### config.mk
export PLATFORM = sky130hd
export DESIGN_NAME = fetch_sequencer
export DESIGN_NICKNAME = d
export VERILOG_FILES = /design/src/rtl/fetch_sequencer.sv
export SDC_FILE = /design/constraint.sdc
export NUM_CORES = 1
export LEC_CHECK = 0
export ABC_AREA = 1
export ABC_CLOCK_PERIOD_IN_PS = 2400
export CAP_MARGIN = 25
export CORE_MARGIN = 3
export CORE_UTILIZATION = 57
export CTS_BUF_LIST = sky130_fd_sc_hd__clkbuf_16
export CTS_CLUSTER_DIAMETER = 30
export DETAILED_ROUTE_END_ITERATION = 12
export DONT_BUFFER_PORTS = 1
export HOLD_SLACK_MARGIN = 0.06
export PLACE_DENSITY = 0.75
export SLEW_MARGIN = 20
export SYNTH_ARGS = -nofsm -noshare
export SYNTH_HDL_FRONTEND = slang
export SYNTH_SLANG_ARGS = --single-unit
### constraint.sdc
create_clock -name clk -period 2.4 [get_ports clk]
set_input_delay 0.36 -clock clk [delete_from_list [all_inputs] [get_ports clk]]
set_output_delay 0.36 -clock clk [all_outputs]
set_load 0.01 [all_outputs]
### src/rtl/fetch_sequencer.sv
// fetch_sequencer: fetches a two-byte instruction (low byte first) over a
// byte-wide memory port, pulses the decoder, starts execution, optionally
// applies a taken branch, and waits for multi-cycle ops to finish.
// Optional feature: define BUS_TIMEOUT_EN to add a wait-cycle watchdog that
// forces FAULT after TIMEOUT_CYCLES stalled cycles.
// Group codes come from cpu_data.v when it is compiled first; the fallbacks
// below are used otherwise.

`ifndef GROUP_BRANCH_JUMPS
`define GROUP_BRANCH_JUMPS 4'h4
`endif
`ifndef GROUP_WRONG
`define GROUP_WRONG 4'hF
`endif

module fetch_sequencer #(
    parameter logic [15:0] RESET_PC       = 16'h0000,
    parameter int unsigned TIMEOUT_CYCLES = 255
) (
    input  logic        clk,
    input  logic        rst,
    output logic        mem_req,
    output logic [15:0] mem_addr,
    input  logic [7:0]  mem_rdata,
    input  logic        mem_ack,
    output logic [15:0] ir,
    output logic        decoder_latch,
    input  logic [3:0]  operator_group,
    input  logic        reset_cycle,
    input  logic [8:0]  pc_branch_jump,
    input  logic        branch_taken,
    output logic        exec_start,
    input  logic        exec_done,
    output logic [15:0] pc,
    output logic        fault
);

    typedef enum logic [2:0] {
        FETCH_LO  = 3'd0,
        FETCH_HI  = 3'd1,
        DECODE    = 3'd2,
        EXEC      = 3'd3,
        WAIT_EXEC = 3'd4,
        FAULT     = 3'd5
    } state_t;

    state_t      r_state;
    state_t      w_next_state;
    logic        r_run;          // low for the first cycle after reset release
    logic [15:0] r_pc;
    logic [15:0] r_ir;
    logic        w_group_wrong;
    logic        w_take_branch;
    logic [15:0] w_branch_offset;

    assign w_group_wrong   = (operator_group == `GROUP_WRONG);
    assign w_take_branch   = (r_state == EXEC) && !w_group_wrong &&
                             (operator_group == `GROUP_BRANCH_JUMPS) && branch_taken;
    assign w_branch_offset = {{7{pc_branch_jump[8]}}, pc_branch_jump};

    assign mem_addr = r_pc;
    assign pc       = r_pc;
    assign ir       = r_ir;

`ifdef BUS_TIMEOUT_EN
    logic [7:0] r_wait_cnt;
    logic       w_waiting;

    // A stalled cycle: a request without ack, or a multi-cycle op not yet done.
    assign w_waiting = (mem_req && !mem_ack) || ((r_state == WAIT_EXEC) && !exec_done);

    // Wait counter: cleared on every state change, counts stalled cycles.
    always_ff @(posedge clk or posedge rst) begin
        if (rst) begin
            r_wait_cnt <= 8'd0;
        end else if (w_next_state != r_state) begin
            r_wait_cnt <= 8'd0;
        end else if (w_waiting) begin
            r_wait_cnt <= r_wait_cnt + 8'd1;
        end
    end
`else
    logic [7:0] w_unused_timeout;
    assign w_unused_timeout = 8'(TIMEOUT_CYCLES);
`endif

    // State register plus the one-cycle start-up delay after reset release.
    always_ff @(posedge clk or posedge rst) begin
        // NOTE: sequential state uses non-blocking assignments so every flop
        // samples pre-edge values regardless of statement order.
        if (rst) begin
            r_state <= FETCH_LO;
            r_run   <= 1'b0;
        end else begin
            r_state <= w_next_state;
            r_run   <= 1'b1;
        end
    end

    // Next-state decode and Moore-style control outputs.
    always_comb begin
        // NOTE: every output gets a default first so no path infers a latch.
        w_next_state  = r_state;
        mem_req       = 1'b0;
        decoder_latch = 1'b0;
        exec_start    = 1'b0;
        fault         = 1'b0;
        case (r_state)
            FETCH_LO: begin
                mem_req = r_run;
                if (r_run && mem_ack) w_next_state = FETCH_HI;
            end
            FETCH_HI: begin
                mem_req = 1'b1;
                if (mem_ack) w_next_state = DECODE;
            end
            DECODE: begin
                decoder_latch = 1'b1;
                w_next_state  = EXEC;
            end
            EXEC: begin
                if (w_group_wrong) begin
                    w_next_state = FAULT;
                end else begin
                    exec_start   = 1'b1;
                    w_next_state = reset_cycle ? FETCH_LO : WAIT_EXEC;
                end
            end
            WAIT_EXEC: begin
                if (exec_done) w_next_state = FETCH_LO;
            end
            FAULT: begin
                fault = 1'b1;
            end
            default: w_next_state = FAULT;
        endcase
`ifdef BUS_TIMEOUT_EN
        if (w_waiting && (({1'b0, r_wait_cnt} + 9'd1) == 9'(TIMEOUT_CYCLES)))
            w_next_state = FAULT;
`endif
    end

    // Program counter and instruction register datapath.
    always_ff @(posedge clk or posedge rst) begin
        if (rst) begin
            r_pc <= RESET_PC;
            r_ir <= 16'h0000;
        end else if (mem_req && mem_ack) begin
            if (r_state == FETCH_LO) r_ir[7:0]  <= mem_rdata;
            else                     r_ir[15:8] <= mem_rdata;
            r_pc <= r_pc + 16'd1;
        end else if (w_take_branch) begin
            r_pc <= r_pc + w_branch_offset;
        end
    end

endmodule

==> results of run 1 <==
==> cell type report <==
type,count,area (sq um),share of cell area [%]
multi-input combinational,229,1500,50.0
sequential,36,903,30.1
timing repair buffer,25,203,6.75
inverter,44,169,5.62
clock buffer,5,125,4.16
tap,50,62.6,2.08
clock inverter,3,38.8,1.29
==> synth_stat cells (all sizes together) (4+ instances only) <==
| cell | instances | area share (%) |
|---|---|---|
| nand4 | 4 | 1.0 |
| nand2 | 101 | 16 |
| dfrtp | 36 | 36 |
| mux2 | 8 | 3.6 |
| nor2 | 20 | 3.6 |
| xnor2 | 6 | 2.1 |
| nand3b | 5 | 1.5 |
| buf | 20 | 6.5 |
| ha | 15 | 7.5 |
| a21oi | 15 | 3.5 |
| o21ai | 19 | 3.8 |
| nand3 | 23 | 4.6 |
| inv | 44 | 6.6 |
| nor3 | 4 | 0.80 |
==> path summary, 6_finish.rpt <==
kind | startpoint | endpoint | slack, ns | cells after the start
max | r_state[0] | mem_addr[15] | -0.06 | 19
min | rst | mem_addr[14] | 0.09 | 2
max reg2reg | r_state[0] | mem_addr[15] | -0.06 | 19
min reg2reg | ir[6] | ir[6] | 0.58 | 1
max in group asynchronous | rst | r_state[0] | 1.97 | 2
min in group clk | mem_rdata[0] | ir[8] | 0.21 | 2
==> flip-flops by register name, indices dropped and copies added, names as in the netlist <==
name / count
r_run: 1
mem_addr: 16
r_state: 3
ir: 16
==> through the flow <==
stage | instances | power (mW) | TNS (ns)
after floorplan | 329 | 3.10 | 0
after global placement | 370 | 3.35 | 0
after detailed placement | 370 | 3.41 | -0.0399
after CTS | 378 | 4.17 | 0
after global routing | 392 | 5.17 | -0.534
final | 392 | 4.78 | -0.0649
==> power breakdown <==
part / leakage [nW] / internal (mW) / switching, mW
Sequential: 0.440 / 0.903 / 0.515
Clock: 0.0850 / 0.484 / 0.238
Combinational: 0.975 / 1.15 / 1.49
==> kinds of logic (layout without fill, tap and decap cells) <==
kind of cell | after synthesis | count (layout)
buf+inv | 64 | 77
compound gates | 37 | 37
fa+ha+maj | 16 | 16
xor+xnor | 6 | 6
mux | 8 | 8
other cells | 1 | 1
flops | 36 | 36
simple gates | 161 | 161
==> what timing repair did <==
action | in CTS | in global routing
pin swaps | 0 | 23
endpoints found under the setup margin | 3 | 9
hold endpoints to repair | 0 | 0
setup buffers | 0 | 14
resized for setup | 1 | 59
hold buffers | 0 | 0
==> metal layers <==
layer  part of all wire [%]  track usage, %
met1                     41            26.6
met2                     49            37.3
met3                    7.8            6.37
met4                    2.0            8.14
met5                      0               0
==> critical path: cells and delay by family (launching register included) <==
family          cells  cell delay (ns)
flops               1             0.45
fa+ha+maj           1             0.25
compound gates      1             0.21
buf+inv             6             0.62
simple gates       11             0.86
==> results by stage, run 1 <==
Die:
- From bottom edge to top edge, the die measures between 70 and 80 microns.
- For this configuration, the core starts out at a cell density of 60.5%.
- The floorplan step set the die width to between 70 and 80 microns.
- In this run the core area contains 23 standard-cell rows.
- The die covers between 0.005 and 0.006 sq mm.
- The placeable core region is around 0.0041 sq mm.
- During I/O placement, the number of pins put on the boundary was 79.

Logic synthesis:
- The number of flip-flops and latches in the synthesized netlist is 36.
- After synthesis, the largest family of logic cells by area is simple AND/OR/NAND/NOR gates.
- After Yosys synthesis, and, or, nand and nor cells account for about 28% of the synthesized area.
- Counting every net in the synthesized netlist gives around 370.
- Among all flip-flop cells after synthesis, the most frequent one is sky130_fd_sc_hd__dfrtp_1.
- After Yosys synthesis, full adders, half adders and majority gates account for 8.34% of the synthesized area.
- The number of cells produced by synthesis is 329.
- The fraction of synthesis flops using an asynchronous set or reset pin is 100%.
- Summing every instance area after synthesis gives between 0.002 and 0.0025 sq mm.
- After synthesis, flip-flops and latches occupy between 30 and 40% of the total area.
- The average instance in the mapped netlist occupies ~7.6 sq um.
- The number of flops mapped to enable cells by yosys is 0.
- The number of warning messages in the yosys log is 0.
- The area share of xor/xnor cells in the synthesized design is about 2.1%.
- The complex-gate fraction of the synthesized area is 8.24%.
- The multiplexer share of the synthesized area is roughly 3.6%.
- The post-synthesis cell type count is 30.

Routing:
- The ratio of routed vias to standard cells is about 5.7.
- The total number of vias is ~2200.
- The DRC violations left is 0.
- Wires add up to a little over 6000 microns.
- The detailed router's first-iteration violation count is 143.
- The first detailed-routing pass ran for 4 iterations.
- Dividing the detail-routed wire length by the instance count gives around 16 microns.
- The number of nets with antenna violations after routing is 0.

Placement:
- OpenSTA, run right after detailed placement, puts the worst setup slack at -0.0228 ns.
- Routability-driven placement finished with a final weighted congestion of roughly 0.89.
- The number of input and output port buffers inserted is 0.
- The cell area after placement is around 0.0025 sq mm.
- The final HPWL from detailed placement is between 3000 and 4000 microns.

Global routing:
- The via count of the first global-routing pass came to 1994.
- The global-route wire length before repair is ~8900 microns.
- Global routing used between 20 and 25% of the available tracks.
- Entering global routing, the biggest net connects 37 pins.
- The number of antenna violations at the first check in global routing is 0.
- The remaining global-route overflow is 0.

Worst setup path:
- The cell at the slowest stage of the critical path is sky130_fd_sc_hd__dfrtp_2.
- The signal on the critical path passes through nor2_4 -> nand3_2 -> nand2_4 -> nand2_4 -> nand2_4 -> clkinvlp_4 -> buf_6 -> buf_6 -> ha_4 -> nand2_4 -> inv_1 -> nand2_2 -> inv_1 -> a21oi_2 -> buf_4 -> nand3_2 -> nand3_2 -> nand2_1 -> nand2_1.
- STA classifies the critical path endpoint as a register.
- The largest driver fanout on the critical path is 5.
- The maximum single-stage delay on the critical path is 0.45 ns.
- By startpoint and endpoint, the worst setup path is classified as reg -> reg.
- The worst setup path is launched from a register.
- The data arrival at the endpoint of the critical path is roughly 2.7 ns.
- The critical path data required time is 2.62 ns.
- Among the stages of the critical path, the cell type that occurs most often is sky130_fd_sc_hd__nand2_4.

Power:
- The static leakage is around 1.5 nW.
- The worst vdd rail ir drop is about 0.67 mV.
- Dividing total power by cell area gives a power density of approximately 1600 mW/mm^2.

Clock network:
- TritonCTS built the clock tree.
- The later pin in the worst-skew pair is clocked with a latency of 0.28 ns.
- The clock passes through at most 2 buffers.
- The cell at the root of the clock tree is sky130_fd_sc_hd__clkbuf_16.
- The number of clock buffers inserted by TritonCTS is 5.
- The clock input transition at the sequential cells of the worst setup and hold paths is roughly 0.060 ns.
- The H-tree depth is 2.
- Clock tree synthesis found a total of 36 sinks.

Timing:
- Timing would allow up to just over 0.4 GHz.
- The ratio of final minimum period to clock period is 102%.
- The final period demand of the worst path is around 2.5 ns.
- The tightest hold path in the finished design has a slack of about 0.085 ns.
- The number of slew-limit violations in the final report is 0.
- Setup repair after global routing could not meet its margin everywhere.
- The count of endpoints failing setup in the final report is 2.
- The final worst-path setup slack is -0.0559 ns.
- The worst clock skew on the final layout is ~0.0057 ns.
- The number of hold violations in the final report is 0.

Final layout:
- Of the cells placed in the final design, the portion with a size suffix greater than 1 is 28.7%.
- After routing the design area is between 0.003 and 0.004 sq mm.
- After filler insertion, the fill cell instance count of the layout stands at roughly 290.
- The repair_antennas step left the layout with diodes totalling 0.
- The top cell types in the final layout, fill and taps aside, are sky130_fd_sc_hd__nand2_1 (83), sky130_fd_sc_hd__inv_1 (38), sky130_fd_sc_hd__dfrtp_1 (34).
- The commonest non-fill, non-tap cell in the layout is sky130_fd_sc_hd__nand2_1.
- The number of nets at the end of the flow is 384.
- The layout overhead on the synthesized area is 20.6%.
- Cells fill 73.0% of the core in the end.

Status:
- The final reports fail on negative setup slack.
- The flow ran to the end, but the final reports show violations.

Min path:
- The path class of the tightest hold or removal check is in -> async.

Job:
- The max-cap violation count is 0.
Power figures use the tool's default switching activity.
==> run 2: changes to the inputs <==
CORE_UTILIZATION = 60   (was 57)
CTS_BUF_LIST = sky130_fd_sc_hd__clkbuf_8   (was sky130_fd_sc_hd__clkbuf_16)
PLACE_DENSITY = 0.79   (was 0.75)
==> results by stage, run 2 (synthesis gave the netlist of run 1 again) <==
Clock network:
- The H-tree depth came to 2 (unchanged).
- The maximum buffer depth of the clock tree is 2 (unchanged).
- The clock input transition at the sequential cells of the worst setup and hold paths is 0.09 ns (was 0.06 ns).
- The clock tree from TritonCTS is built (unchanged).
- The number of clock buffers inserted by TritonCTS is 5 (unchanged).
- The number of sinks handled by clock tree synthesis is 36 (unchanged).
- The cell at the root of the clock tree is sky130_fd_sc_hd__clkbuf_8 (was sky130_fd_sc_hd__clkbuf_16).
- The clock network latency to the later pin of the worst-skew pair is 0.29 ns (was 0.28 ns).

Worst setup path:
- The setup slack on the worst flop-to-flop path was 0.03 ns (was -0.06 ns).
- The maximum single-stage delay on the critical path is 0.44 ns (was 0.45 ns).
- The cell at the slowest stage of the critical path is sky130_fd_sc_hd__dfrtp_2 (unchanged).
- The cell count of the worst reg-to-reg path is 18 (was 19).
- The largest driver fanout on the critical path came to 7 (was 5).
- The kind of critical path is reg -> reg (unchanged).
- The cell occurring most often along the worst timing path is sky130_fd_sc_hd__nand2_1 (was sky130_fd_sc_hd__nand2_4).
- The capturing instance or port of the critical path is mem_addr[15] (unchanged).
- The source of the critical timing path is r_state[1] (was r_state[0]).
- The type of origin of the critical path is a register (unchanged).
- The data arrival at the endpoint of the critical path came to 2.56 ns (was 2.67 ns).
- The nature of the critical path endpoint is a register (unchanged).
- The critical path data required time is 2.59 ns (was 2.62 ns).
- The origin of the critical flop-to-flop path is r_state[1] (was r_state[0]).
- The endpoint of the most critical register-to-register path was mem_addr[15] (unchanged).
- Cells traversed along the worst timing path: nor2_4 -> nand3_2 -> nand2_2 -> nand2_4 -> nand2_2 -> clkinvlp_4 -> buf_12 -> ha_4 -> nand2_1 -> nand2_1 -> nand2_1 -> nand2_2 -> a21oi_2 -> nand2_1 -> nand2_1 -> nand3_1 -> nand2_1 -> nand2_1 (was nor2_4 -> nand3_2 -> nand2_4 -> nand2_4 -> nand2_4 -> clkinvlp_4 -> buf_6 -> buf_6 -> ha_4 -> nand2_4 -> inv_1 -> nand2_2 -> inv_1 -> a21oi_2 -> buf_4 -> nand3_2 -> nand3_2 -> nand2_1 -> nand2_1).

Final layout:
- The number of inserted diodes is 0 (unchanged).
- The count of filler cells inserted in the layout is 270 (was 288).
- The post-layout instance count excluding filler cells is 381 (was 392).
- The commonest non-fill, non-tap cell in the layout is sky130_fd_sc_hd__nand2_1 (unchanged).
- Top library cells by usage in the layout, fill and taps aside: sky130_fd_sc_hd__nand2_1 (86), sky130_fd_sc_hd__inv_1 (37), sky130_fd_sc_hd__dfrtp_1 (34) (was sky130_fd_sc_hd__nand2_1 (83), sky130_fd_sc_hd__inv_1 (38), sky130_fd_sc_hd__dfrtp_1 (34)).
- The number of nets at the end of the flow is 375 (was 384).
- The fraction of final layout cells with drive strength greater than 1 is 25.2% (was 28.7%).
- The layout overhead on the synthesized area is 15.6% (was 20.6%).

Routing:
- The detailed router's first-iteration violation count was 83 (was 143).
- The total number of vias is 2138 (was 2223).
- The overall routed net length is 5840 microns (was 6170 microns).
- The ratio of routed vias to standard cells came to 5.61 (was 5.67).
- The number of nets with antenna violations after routing was 0 (unchanged).
- The number of optimization iterations in the first detailed-route pass came to 4 (unchanged).
- The per-cell routed wire length is 15.3 microns (was 15.7 microns).
- The DRC violations left was 0 (unchanged).

Global routing:
- The met1 layer usage reported by global route is 26.8% (was 26.6%).
- The global-route wire length before repair is 8640 microns (was 8950 microns).
- The layer carrying the most global-route usage is met2 (unchanged).
- The met2 track demand over resource in global routing is 36.3% (was 37.3%).
- The maximum number of pins on one net before global-route repair was 25 (was 37).
- The number of antenna violations at the first check in global routing came to 0 (unchanged).
- The via count of the first global-routing pass is 1966 (was 1994).
- The global-route usage over all layers is 21.3% (was 22.1%).
- The fraction of met3 tracks used by global routing came to 5.61% (was 6.37%).
- The remaining global-route overflow is 0 (unchanged).

Status:
- Outcome: finished clean (was finished, violations left).

Timing:
- Unrepaired setup endpoints after global routing: yes (unchanged).
- The maximum clock frequency is 0.421 GHz (was 0.407 GHz).
- The worst clock skew on the final layout is 0.0104 ns (was 0.00566 ns).
- The ratio of final minimum period to clock period was 99.0% (was 102%).
- The final period demand of the worst path was 2.37 ns (was 2.46 ns).
- The final hold slack came to 0.191 ns (was 0.0855 ns).
- The number of hold violations in the final report came to 0 (unchanged).
- The number of slew-limit violations in the final report is 0 (unchanged).
- The count of endpoints failing setup in the final report came to 0 (was 2).
- For the pin with the worst max-slew slack, the measured transition is about 0.60 ns.
- The worst relative slew slack is between 60 and 70%.

Die:
- The floorplan die area was 0.00496 sq mm (was 0.00520 sq mm).
- The vertical die dimension was 70.4 microns (was 72.1 microns).
- The placeable core region came to 0.00383 sq mm (was 0.00412 sq mm).
- The effective utilization at floorplan was 65.1% (was 60.5%).
- The row count is 22 (was 23).
- The width of the die is 70.4 microns (was 72.1 microns).
- The number of primary I/O pins is 79 (unchanged).

Job:
- The max-cap violation count is 0 (unchanged).

Min path:
- The worst hold-check path type is in -> reg (was in -> async).

Placement:
- The final HPWL from detailed placement came to 3960 microns (was 3900 microns).
- The routability congestion estimate from global placement is 0.933 (was 0.889).
- The cell total after placement is 368 (was 370).
- The number of input and output port buffers inserted is 0 (unchanged).

Power:
- The areal power density over the cells was 1540 mW/mm^2 (was 1590 mW/mm^2).
- The static leakage is 1.42 nW (was 1.50 nW).
- The worst vdd rail ir drop came to 0.794 mV (was 0.669 mV).
run 2: critical path, delay by kind of cell (launching register included):
kind	cells	cell delay, ns
AND/OR/NAND/NOR	14	1.12
flip-flops	1	0.44
buffers and inverters	2	0.28
adder cells (fa/ha/maj)	1	0.23
AO/OA/AOI/OAI	1	0.18
run 2: per-stage QoR:
| stage | power, mW | TNS, ns | setup WS [ns] | util, % | cell area, sq um |
|---|---|---|---|---|---|
| after floorplan | 3.10 | 0 | 0.00996 | - | 2500 |
| after global placement | 3.32 | 0 | 0.0740 | 65.1 | 2490 |
| after detailed placement | 3.39 | -0.0603 | -0.0288 | 65.1 | 2490 |
| after CTS | 3.97 | 0 | 0.0128 | 68.8 | 2630 |
| after global routing | 4.82 | -0.539 | -0.150 | 75.2 | 2880 |
| final | 4.44 | 0 | 0.0252 | 75.2 | 2880 |
run 2: worst min-delay path by stage:
| stage | start | endpoint | slack [ns] | cells past startpoint |
|---|---|---|---|---|
| 6_report | mem_rdata[7] | ir[15] | 0.19 | 2 |
| 5_1_grt | mem_rdata[4] | ir[12] | 0.18 | 2 |
| 4_1_cts | mem_rdata[7] | ir[15] | 0.19 | 2 |
| 3_5_place_dp | rst | mem_addr[0] | 0.33 | 1 |
| 3_3_place_gp | rst | mem_addr[0] | 0.33 | 1 |
| 2_1_floorplan | mem_rdata[2] | ir[10] | 0.48 | 2 |
run 2: timing repair:
item / CTS / global route
pin swaps: 1 / 15
hold endpoints to repair: 12 / 0
gates resized for setup: 3 / 43
hold buffers: 1 / 0
buffers inserted: 1 / 3
endpoints found under the setup margin: 3 / 9
run 2: metal layers:
layer  vias to the layer above  share of wire [%]
met1                      1009                 42
li1                       1045                  -
met2                        75                 51
met5                         -                  0
met3                         9                6.4
met4                         0                1.3
run 2: report_power, final:
group | internal (mW) | leakage (nW) | total [mW] | switching (mW)
Clock | 0.313 | 0.0548 | 0.559 | 0.246
Sequential | 0.900 | 0.440 | 1.43 | 0.532
Combinational | 1.07 | 0.921 | 2.45 | 1.38
run 2: cell type report:
| cell class | count | area (sq um) | share of cell area (%) |
|---|---|---|---|
| inverter | 44 | 169 | 5.87 |
| multi-input combinational | 229 | 1480 | 51.4 |
| clock inverter | 3 | 46.3 | 1.61 |
| timing repair buffer | 16 | 151 | 5.26 |
| clock buffer | 5 | 68.8 | 2.39 |
| tap | 48 | 60.1 | 2.09 |
| sequential | 36 | 903 | 31.4 |
==> run 3: changes to the inputs <==
MAX_ROUTING_LAYER = met4   (was not set)
==> results by stage, run 3 (synthesis gave the netlist of run 1 again) <==
Clock network:
- The number of clock buffers inserted by TritonCTS came to 5 (unchanged).
- The clock tree from TritonCTS is built (unchanged).
- The clock network latency to the later pin of the worst-skew pair is 0.30 ns (was 0.29 ns).
- The H-tree depth was 2 (unchanged).
- The number of sinks handled by clock tree synthesis is 36 (unchanged).
- The cell at the root of the clock tree was sky130_fd_sc_hd__clkbuf_8 (unchanged).
- The clock input transition at the sequential cells of the worst setup and hold paths is 0.08 ns (was 0.09 ns).
- The maximum buffer depth of the clock tree is 2 (unchanged).

Worst setup path:
- The kind of critical path is reg -> reg (unchanged).
- The type of origin of the critical path is a register (unchanged).
- The critical path data required time is 2.59 ns (about the same).
- The nature of the critical path endpoint is a register (unchanged).
- Cells traversed along the worst timing path: nor2_4 -> nand3_2 -> nand2_2 -> nand2_4 -> inv_2 -> buf_6 -> nor2_1 -> ha_1 -> nand2_1 -> nand2_1 -> a21oi_2 -> nand2_2 -> nand2_2 -> nand2_1 -> nand2_1 -> nand3_1 -> nand2_1 -> nand2_1 (was nor2_4 -> nand3_2 -> nand2_2 -> nand2_4 -> nand2_2 -> clkinvlp_4 -> buf_12 -> ha_4 -> nand2_1 -> nand2_1 -> nand2_1 -> nand2_2 -> a21oi_2 -> nand2_1 -> nand2_1 -> nand3_1 -> nand2_1 -> nand2_1).
- The data arrival at the endpoint of the critical path is 2.56 ns (about the same).
- The maximum single-stage delay on the critical path is 0.43 ns (was 0.44 ns).
- The cell occurring most often along the worst timing path is sky130_fd_sc_hd__nand2_1 (unchanged).
- The cell at the slowest stage of the critical path is sky130_fd_sc_hd__dfrtp_1 (was sky130_fd_sc_hd__dfrtp_2).
- The source of the critical timing path is r_state[0] (was r_state[1]).
- The largest driver fanout on the critical path was 7 (unchanged).
- The origin of the critical flop-to-flop path is r_state[0] (was r_state[1]).

Global routing:
- The global-route wire length before repair is 9640 microns (was 8640 microns).
- The via count of the first global-routing pass is 2133 (was 1966).
- The maximum number of pins on one net before global-route repair is 25 (unchanged).
- The remaining global-route overflow came to 0 (unchanged).
- The number of antenna violations at the first check in global routing is 0 (unchanged).
- The global-route usage over all layers is 24.7% (was 21.3%).

Power:
- The worst vdd rail ir drop was 0.857 mV (was 0.794 mV).
- The static leakage came to 1.43 nW (was 1.42 nW).
- The areal power density over the cells was 1540 mW/mm^2 (about the same).
- The final total power is 4.49 mW (was 4.44 mW).

Routing:
- The overall routed net length is 6320 microns (was 5840 microns).
- The total number of vias is 2205 (was 2138).
- The DRC violations left is 0 (unchanged).
- The number of optimization iterations in the first detailed-route pass was 4 (unchanged).
- The ratio of routed vias to standard cells is 5.73 (was 5.61).
- The detailed router's first-iteration violation count is 114 (was 83).
- The per-cell routed wire length is 16.4 microns (was 15.3 microns).
- The number of nets with antenna violations after routing is 0 (unchanged).

Timing:
- Unrepaired setup endpoints after global routing: yes (unchanged).
- The number of hold violations in the final report is 0 (unchanged).
- The count of endpoints failing setup in the final report is 0 (unchanged).
- The maximum clock frequency came to 0.422 GHz (was 0.421 GHz).
- The ratio of final minimum period to clock period is 98.8% (was 99.0%).
- The actual slew at the worst max-slew pin is 0.598 ns (was 0.595 ns).
- The final period demand of the worst path is 2.37 ns (about the same).
- The worst clock skew on the final layout was 0.00883 ns (was 0.0104 ns).
- The summed negative setup slack over all endpoints is 0 ns (unchanged).
- The number of slew-limit violations in the final report came to 0 (unchanged).
- The worst relative slew slack came to 60.1% (was 60.3%).

Final layout:
- Top library cells by usage in the layout, fill and taps aside: sky130_fd_sc_hd__nand2_1 (84), sky130_fd_sc_hd__inv_1 (37), sky130_fd_sc_hd__dfrtp_1 (35) (was sky130_fd_sc_hd__nand2_1 (86), sky130_fd_sc_hd__inv_1 (37), sky130_fd_sc_hd__dfrtp_1 (34)).
- The final core utilization was 76.2% (was 75.2%).
- The commonest non-fill, non-tap cell in the layout is sky130_fd_sc_hd__nand2_1 (unchanged).
- The footprint of the multi-input gates is 0.00151 sq mm (was 0.00148 sq mm).
- The number of nets at the end of the flow is 379 (was 375).
- The count of filler cells inserted in the layout is 252 (was 270).
- The layout overhead on the synthesized area is 17.1% (was 15.6%).
- The fraction of final layout cells with drive strength greater than 1 was 26.1% (was 25.2%).
- The combined flip-flop and latch cell area is 902 sq um (was 903 sq um).
- The final design instance area without fill is 0.00292 sq mm (was 0.00288 sq mm).
- The number of inserted diodes is 0 (unchanged).

Min path:
- The start point of the worst min-delay path is mem_rdata[3] (was mem_rdata[7]).
- The worst hold-check path type is in -> reg (unchanged).

Die:
- The number of primary I/O pins was 79 (unchanged).
- The width of the die is 70.4 microns (unchanged).
- The row count is 22 (unchanged).
- The vertical die dimension came to 70.4 microns (unchanged).
- The floorplan die area came to 0.00496 sq mm (unchanged).
- The placeable core region is 0.00383 sq mm (unchanged).
- The effective utilization at floorplan is 65.1% (unchanged).

Placement:
- The cell area after placement was 0.00250 sq mm (was 0.00249 sq mm).
- The final HPWL from detailed placement was 4270 microns (was 3960 microns).
- The number of input and output port buffers inserted is 0 (unchanged).
- The routability congestion estimate from global placement is 0.923 (was 0.933).

Status:
- Outcome: finished clean (unchanged).

Job:
- The max-cap violation count was 0 (unchanged).
## run 3: cell types whose count changed in the layout (fill, tap and decap cells not counted), sizes merged
cell,change
bufinv,-1
clkinvlp,+1
buf,+4
clkinv,+1
inv,-1
## run 3: where the power goes
group / switching [mW] / internal, mW
sequential: 0.540 / 0.898
clock: 0.251 / 0.206
combinational: 1.45 / 1.14
total: 2.24 / 2.25
## run 3: worst paths after layout
path / cells after the start / slack, ns / end
max: 18 / 0.03 / mem_addr[15]
max reg2reg: 18 / 0.03 / mem_addr[15]
max in group asynchronous: 3 / 1.30 / r_state[1]
min reg2reg: 1 / 0.59 / ir[0]
min: 2 / 0.18 / ir[11]
min in group asynchronous: 2 / 0.56 / mem_addr[2]
## run 3: layer usage
layer / part of all wire (%) / vias to the layer above / routed length (microns) / GRT usage (%)
li1: - / 1053 / - / -
met1: 40 / 1051 / 2540 / 29.5
met2: 52 / 91 / 3260 / 41.0
met3: 6.9 / 10 / 434 / 6.19
met4: 1.3 / 0 / 82 / 7.45
met5: 0 / - / 0 / -
## run 3: worst max-delay path, delay by kind of cell (launching register included)
kind / cells / cell delay [ns]
AO/OA/AOI/OAI: 1 / 0.13
adder cells (fa/ha/maj): 1 / 0.35
buffers and inverters: 2 / 0.18
flip-flops: 1 / 0.43
AND/OR/NAND/NOR: 14 / 1.16
## run 3: what timing repair did
item / CTS / global route
hold buffers: 1 / 0
resized for setup: 11 / 37
endpoints found under the hold margin: 12 / 0
buffers inserted: 2 / 5
endpoints found under the setup margin: 4 / 9
pin swaps: 1 / 13
## run 3: layout make-up
class                      count  share of cell area [%]
multi-input combinational    229                    51.7
sequential                    36                    30.9
timing repair buffer          20                    6.35
inverter                      44                    5.79
clock buffer                   5                    2.36
tap                           48                    2.06
clock inverter                 3                   0.815
## run 3: stage by stage
stage	hold WS, ns	cells	setup WS (ns)
after global routing	0.188	385	-0.106
after floorplan	0.481	329	0.00996
after CTS	0.182	380	0.00701
after detailed placement	0.332	369	-0.0323
after global placement	0.326	369	0.0764
final	0.178	385	0.0279
